## config.mk

```make
export PLATFORM = sky130hd
export DESIGN_NAME = note_sequencer2
export DESIGN_NICKNAME = d
export VERILOG_FILES = /design/src/rtl/note_sequencer2.sv
export SDC_FILE = /design/constraint.sdc
export NUM_CORES = 1
export LEC_CHECK = 0
export BUFFER_PORTS_ARGS = -buffer_cell sky130_fd_sc_hd__clkbuf_2
export CAP_MARGIN = 20
export CORE_AREA = 2 2 166 168
export DETAILED_ROUTE_END_ITERATION = 16
export DIE_AREA = 0 0 168 170
export PLACE_DENSITY = 0.85
export SYNTH_ARGS = -nofsm -noshare
export SYNTH_HDL_FRONTEND = slang
export SYNTH_SLANG_ARGS = --single-unit
```

## constraint.sdc

```tcl
create_clock -name Clk -period 26.9 [get_ports Clk]
set_clock_uncertainty 0.05 [all_clocks]
set_input_delay 2.69 -clock Clk [delete_from_list [all_inputs] [get_ports Clk]]
set_output_delay 2.69 -clock Clk [all_outputs]
set_load 0.03 [all_outputs]
```

## src/rtl/note_sequencer2.sv

```systemverilog
// Player-2 note chart generator and play-out tracker: fills a chart of one-hot
// lanes from a 16-bit LFSR, then scores key-press events row by row.
module note_sequencer2 #(
    parameter int          DEPTH = 100,
    parameter logic [15:0] SEED  = 16'hACE1
) (
    input  logic        Clk,
    input  logic        Reset,
    input  logic        start,
    input  logic [15:0] keycode,
    input  logic        correct_key2,
    output logic [2:0]  random_array2 [0:DEPTH-1],
    output logic [31:0] row_counter2,
    output logic [7:0]  score,
    output logic [7:0]  misses,
    output logic        busy,
    output logic        done
);

    localparam int IW = (DEPTH > 1) ? $clog2(DEPTH) : 1;

    typedef enum logic [1:0] {S_IDLE, S_FILL, S_PLAY, S_DONE} state_t;

    state_t          r_state;
    state_t          w_state_next;
    logic [15:0]     r_lfsr;
    logic [IW-1:0]   r_idx;
    logic            r_prev_idle;
    logic [31:0]     r_row;
    logic [7:0]      r_score;
    logic [7:0]      r_misses;
    logic [2:0]      r_chart [0:DEPTH-1];

    logic            w_key_idle;
    logic            w_press;
    logic            w_fill_we;
    logic            w_play_ev;
    logic            w_restart;
    logic            w_last_idx;
    logic            w_last_row;
    logic            w_fb;
    logic [2:0]      w_lane;

    assign w_key_idle = (keycode == 16'h0000) || (keycode == 16'h0520);
    assign w_press    = r_prev_idle && !w_key_idle;
    assign w_last_idx = (r_idx == IW'(DEPTH - 1));
    assign w_last_row = (r_row == 32'(DEPTH - 1));
    assign w_fb       = r_lfsr[15] ^ r_lfsr[13] ^ r_lfsr[12] ^ r_lfsr[10];

    // Two LFSR codes map to the middle lane, so middle notes appear twice as often.
    always_comb begin
        case (r_lfsr[1:0])
            2'b00:   w_lane = 3'b100;
            2'b01:   w_lane = 3'b010;
            2'b10:   w_lane = 3'b001;
            default: w_lane = 3'b010;
        endcase
    end

    always_ff @(posedge Clk or posedge Reset) begin
        if (Reset) begin
            r_state <= S_IDLE;
        end else begin
            r_state <= w_state_next;
        end
    end

    always_comb begin
        w_state_next = r_state;
        case (r_state)
            S_IDLE, S_DONE: if (start)                  w_state_next = S_FILL;
            S_FILL:         if (w_last_idx)             w_state_next = S_PLAY;
            S_PLAY:         if (w_press && w_last_row)  w_state_next = S_DONE;
            default:                                    w_state_next = S_IDLE;
        endcase
    end

    always_comb begin
        busy      = (r_state == S_FILL) || (r_state == S_PLAY);
        done      = (r_state == S_DONE);
        w_fill_we = (r_state == S_FILL);
        w_play_ev = (r_state == S_PLAY) && w_press;
        w_restart = ((r_state == S_IDLE) || (r_state == S_DONE)) && start;
    end

    // The LFSR is deliberately not reloaded on restart so each new chart differs.
    always_ff @(posedge Clk or posedge Reset) begin
        if (Reset) begin
            r_lfsr      <= SEED;
            r_idx       <= '0;
            r_prev_idle <= 1'b1;
            r_row       <= '0;
            r_score     <= '0;
            r_misses    <= '0;
        end else begin
            r_prev_idle <= w_key_idle;
            if (w_restart) begin
                r_idx    <= '0;
                r_row    <= '0;
                r_score  <= '0;
                r_misses <= '0;
            end
            if (w_fill_we) begin
                r_lfsr <= {r_lfsr[14:0], w_fb};
                r_idx  <= r_idx + 1'b1;
            end
            if (w_play_ev) begin
                if (correct_key2) begin
                    if (r_score != 8'hFF) r_score <= r_score + 8'd1;
                end else begin
                    if (r_misses != 8'hFF) r_misses <= r_misses + 8'd1;
                end
                if (!w_last_row) r_row <= r_row + 32'd1;
            end
        end
    end

    always_ff @(posedge Clk or posedge Reset) begin
        if (Reset) begin
            for (int i = 0; i < DEPTH; i++) r_chart[i] <= 3'b000;
        end else if (w_fill_we) begin
            r_chart[r_idx] <= w_lane;
        end
    end

    for (genvar gi = 0; gi < DEPTH; gi++) begin : g_out
        assign random_array2[gi] = r_chart[gi];
    end

    assign row_counter2 = r_row;
    assign score        = r_score;
    assign misses       = r_misses;

endmodule

```

After elaboration in Yosys (flattened, before gate mapping)
Cells that the tools add are included.
{ "word_totals": {"regBits": 374, "word_cells": 165, "output_inout_bits": 350, "inputBits": 20} }
{ "op_classes": {"n_mux": 21, "eq_ne": 12, "magnitude_cmp": 2, "addsub": 4, "reduce_logical": 15, "n_bitwise": 4} }
{ "op_table": {"columns": ["operator", "n"], "rows": [
  ["$bwmux 300", 1],
  ["$mux 32", 3],
  ["$mux 8", 8],
  ["$add 32x1->32 const B", 1],
  ["$eq 32x7->1 const B", 1],
  ["$demux 3 s7", 1],
  ["$add 8x1->8 const B", 2],
  ["$eq 16x11->1 const B", 1],
  ["$logic_not 16->1", 1],
  ["$ne 8x8->1 const B", 2],
  ["$mux 7", 2],
  ["$ge 8x8->1 const B", 1],
  ["$lt 8x1->1 const B", 1],
  ["$not 7->8", 1],
  ["$add 7x1->7 const B", 1],
  ["$eq 7x7->1 const B", 1],
  ["$eq 2x2->1 const B", 3],
  ["$mux 2", 3],
  ["$pmux 2 s3", 1],
  ["$pmux 3 s2", 1],
  ["$logic_and 1x1->1", 5],
  ["$logic_not 2->1", 2],
  ["$ne 2x2->1 const B", 2],
  ["$logic_or 1x1->1", 3],
  ["8 further kinds", 10]
]} }

Logic depth before layout (Yosys ltp)
{ "depth": {"ltp_word": 7, "depth_mapped": 9, "mapped_depth_nobuf": 8} }

Least setup slack after synthesis
No wires, ideal clock.
{ "synth_timing": {"kind": "input to register", "startpoint": "input port keycode[13]", "endpoint": "register r_score[5], in the netlist score[5]", "path_slack_ns": 22.504, "setup_ns": 0.118, "required_time_ns": 26.732, "path_buffers": 1, "cell_stages": 7, "arrival_time_ns": 4.228, "path_cell_list": "nor4_2 o211ai_4 o211ai_2 or2_1 buf_2 mux2_1 a21o_1"} }
{ "synth_between": {"elab_chain_len": 6, "word_cells_on_any_way": 7, "classes_between": "eq/ne (1); mux (1); reduce/logical (5)"} }
{ "synth_lines": {"columns": ["element", "line", "source"], "rows": [
  ["start: declaration", "10", "input logic [15:0] keycode,"],
  ["$eq 16x11->1 / $logic_not 16->1 (equally long branches)", "44", "assign w_key_idle = (keycode == 16'h0000) || (keycode == 16'h0520);"],
  ["$logic_or 1x1->1 *", "44", null],
  ["$logic_not 1->1 *", "45", "assign w_press = r_prev_idle && !w_key_idle;"],
  ["$logic_and 1x1->1 *", "45", null],
  ["$logic_and 1x1->1 *", "82", "w_play_ev = (r_state == S_PLAY) && w_press;"],
  ["$mux 8 *", "107", "if (w_play_ev) begin"],
  ["end signal: assignment", "109", "if (r_score != 8'hFF) r_score <= r_score + 8'd1;"],
  ["end: declaration", "30", "logic [7:0] r_score;"]
]} }
Mark *: on every way between the ends. The rest lies on a longest branch, timed or not.
A chain may end at the register's enable or synchronous reset.

Final worst setup path
{ "layout_timing": {"startpoint": "register r_state[0]", "endpoint": "output port busy"} }
{ "layout_between": {"elab_chain_len": 2, "word_cells_on_any_way": 3, "classes_between": "eq/ne (2); reduce/logical (1)"} }
{ "layout_lines": {"columns": ["element", "line", "source"], "rows": [
  ["start: declaration", "24", "state_t r_state;"],
  ["start signal: assignment", "64", "r_state <= w_state_next;"],
  ["$eq 2x1->1 / $eq 2x2->1 (equally long branches)", "79", "busy = (r_state == S_FILL) || (r_state == S_PLAY);"],
  ["$logic_or 1x1->1 *", "79", null],
  ["end: declaration", "16", "output logic busy,"]
]} }
Marks and branches as above.

==> key figures <==
Worst setup path
  – FF-to-FF path depth: 6
  – Critical Path Fanout Max: 4
  – Worst Setup Path Type: register to output pin
  – R2R setup slack: ~24 ns
  – Crit path to: busy
  – Startpoint Class: register
  – Worst Setup End Kind: output pin
  – Worst r2r dst: random_array2[180]$_DFFE_PP0P_
  – Arr. time, crit path: between 1.5 and 2 ns
  – Required time of the critical path: between 20 and 25 ns
  – Reg-to-reg critical path startpoint: r_state[1]$_DFFE_PP0P_
  – Crit. Startpoint: r_state[0]$_DFFE_PP0P_

Die
  – # rows: 60
  – Die Wd: 168 um
  – Die H: 170 um
  – Core Region: 26700 um^2
  – Die ar.: 28600 um^2
  – Ports: between 300 and 400
  – Initial Utilization: 57.5%

Yosys
  – Synth warnings: 0
  – Yosys cell types: 61
  – Leading area contributor after synthesis: dfrtp_1
  – Async set or reset register ratio after synthesis: 100%
  – Compound-Gate Fraction of Synth Area: 9.86%
  – Area of the mapped netlist: 15300 um^2
  – Xor and xnor area share after synthesis: less than 1%
  – Simple-gate share of the synthesized area: 13.3%
  – Mux cell area share after synthesis: between 10% and 20%
  – Cells after synthesis: between 1000 and 1500
  – Syn nets: 1372
  – Post-synthesis adder-cell area fraction: 0.653%
  – Post-synth EDFFs: 0
  – Most common cell in the netlist: dfrtp_1
  – Synth Flop Type: dfrtp_1
  – Synth top cells by count: 365 x dfrtp_1, 258 x nand2_1, 188 x o21ai_0, 165 x mux2_2, 47 x clkbuf_1
  – FF+latch count, synth: about 370
  – Synth Area per Inst: 11.4 um^2
  – Area share of the leading cell type in the synthesized netlist: between 50% and 60%
  – Sequential share of the synthesized area: 61.1%
  – Largest family of logic cells by synthesized area: simple AND/OR/NAND/NOR gates
  – Top post-synthesis cells by area: dfrtp_1 60%, mux2_2 12%, nand2_1 6.3%

Detailed routing
  – Antenna-violating nets left: 0
  – Wirelength per Cell: 19.8 um
  – Vias per std cell: 5.75
  – DRC: 0
  – Drt pass-1 iters: 5
  – Iteration-0 DRC Markers: approximately 1000
  – DR vias: 11900
  – Drt total wl: between 40 and 50 mm

Clock tree
  – Clock Path Buffers: 3
  – Clock Sinks: ~370
  – Hold buffers post-CTS: 0
  – Cts bufs inserted: 40
  – CTS tree: yes
  – Clock Tree Root: clkbuf_16
  – # H-tree levels: 2
  – Clk slew on worst S/H paths: ~0.06 ns
  – Clk_lat worst skew: 0.52 ns
  – Post-CTS sizing: 0
  – # Post-CTS Setup Buffers: 0

Layout
  – Final Instance Area: between 15000 and 20000 um^2
  – Ant. Diodes: 0
  – Share of cells above drive strength 1: 37.4%
  – # fillers: 1887
  – # nets final: 1731
  – Final Non-Filler Cells: between 2000 and 2500
  – Syn-to-layout area delta: 22.6%

STA
  – Post-layout minimum cycle time: 4.44 ns
  – Setup tns final: 0 ns
  – RSZ-0062 raised after global routing: no
  – Hold Fails Final Rpt: 0
  – Final setup fails: 0
  – Final max-slew violation count: 0
  – F_max: 225 MHz
  – Final Cycle Share: 16.5%
  – Actual slew at the worst max-slew pin: 1.11 ns
  – Slew margin rel.: 25.4%

Placed design
  – Placed cell areas: 17500 um^2
  – I/O Buffers: 369
  – DP HPWL: 28.0 mm
  – GPL Wtd Cong: 0.832
  – Cell count after placement: 2000

Global route
  – GRT Total Usage: ~29%
  – Maximum number of pins on one net before global-route repair: 177
  – Initial antenna violation count: 0
  – Global route total overflow: 0
  – Vias in the first global route: 11900
  – First-pass GRT wire length: 65.0 mm

Worst hold path
  – Hold Crit Start: random_array2[177]$_DFFE_PP0P_
  – Worst min-delay path class: register to register

Power
  – PD cells: 84.8 nW/um^2
  – Cell leakage power: 9.64 nW
  – Peak supply drop: 0.0482 mV
  – Total power: 0.00159 W

Status
  – Status: complete, no violations

Flow run
  – Max-Cap Viols: 0
[worst max-delay path, cell delays in order, from the launching register on]
cell	delay, ns
dfrtp_1	0.40
inv_1	0.07
ha_1	0.34
inv_1	0.14
clkbuf_2	0.23
[layout by cell type (no fill, tap or decap), types with 3 or more instances in the layout]
cell type    n
a31oi_1      7
o41ai_1      4
o311ai_0     3
nand3_1     29
dfrtp_1    365
nand4_1     11
nor2b_1      4
nor3_1      19
a21oi_1     17
clkbuf_2   370
nor3b_1      6
dfstp_2      8
buf_4       10
or2_2        7
o21ai_0    188
nor4_1      13
nor2_1      37
clkbuf_8     8
clkinv_2     9
and2_1       8
o211ai_1     5
mux2i_1      5
o31ai_1      6
clkbuf_16   42
and3_1      18
o211ai_2     4
mux2_2     165
clkbuf_1     6
nand2_1    258
or3_1        5
ha_1         8
nand2b_1     6
xnor2_1      5
a21o_1      11
inv_1       17
[layout make-up]
class | instances | area [um^2] | share of cell area, %
Multi-Input combinational cell | 887 | 5640 | 30.0
Inverter | 18 | 75.1 | 0.399
Sequential cell | 374 | 9370 | 49.9
Timing Repair Buffer | 382 | 1950 | 10.4
Clock inverter | 15 | 149 | 0.792
Tap cell | 341 | 427 | 2.27
Clock buffer | 56 | 1180 | 6.30
[worst min path at each step]
stage | slack [ns] | end | cells after the start
final | 0.43 | random_array2[177]$_DFFE_PP0P_ | 2
after global routing | 0.45 | random_array2[177]$_DFFE_PP0P_ | 2
after CTS | 0.43 | random_array2[189]$_DFFE_PP0P_ | 2
after detailed placement | 0.42 | random_array2[189]$_DFFE_PP0P_ | 2
after global placement | 0.41 | random_array2[164]$_DFFE_PP0P_ | 2
after floorplan | 0.42 | r_lfsr[14]$_DFFE_PP0P_ | 1
[cell families after synthesis]
logic type,Yosys count
AOI/OAI and AO/OA,263
xor gates and xnor gates,7
adders and majority gates,8
buffers and inverters,83
DFF,374
muxes,171
and+or+nand+nor,438
[state kept, by name, indices dropped and copies added, names as in the netlist]
signal	count
score	8
r_lfsr	16
r_prev_idle	1
random_array2	300
r_idx	7
row_counter2	32
r_state	2
misses	8
[stage by stage]
| step | hold slack [ns] | util [%] | worst slack (ns) |
|---|---|---|---|
| 6_report | 0.429 | 70.5 | 22.46 |
| 5_1_grt | 0.452 | 70.5 | 22.38 |
| 4_1_cts | 0.434 | 70.5 | 22.37 |
| 3_5_place_dp | 0.420 | 65.5 | 21.86 |
| 3_3_place_gp | 0.410 | 65.5 | 21.92 |
| 2_1_floorplan | 0.425 | - | 13.79 |
[report_power, final]
| group | switching, W | internal [W] |
|---|---|---|
| Sequential | 0.0000525 | 0.000625 |
| Clock | 0.000222 | 0.000327 |
| Combinational | 0.000268 | 0.0000986 |
| Total | 0.000543 | 0.00105 |
[routing by layer]
layer  vias to the layer above  routed length, um  track usage (%)
met5                         -                  0                0
met4                         0               1380             9.94
li1                       5414                  -                -
met2                       464              20100             47.7
met3                        89               3090             6.16
met1                      5958              16400             37.3
Note: power is estimated with default switching activity, not from simulation.
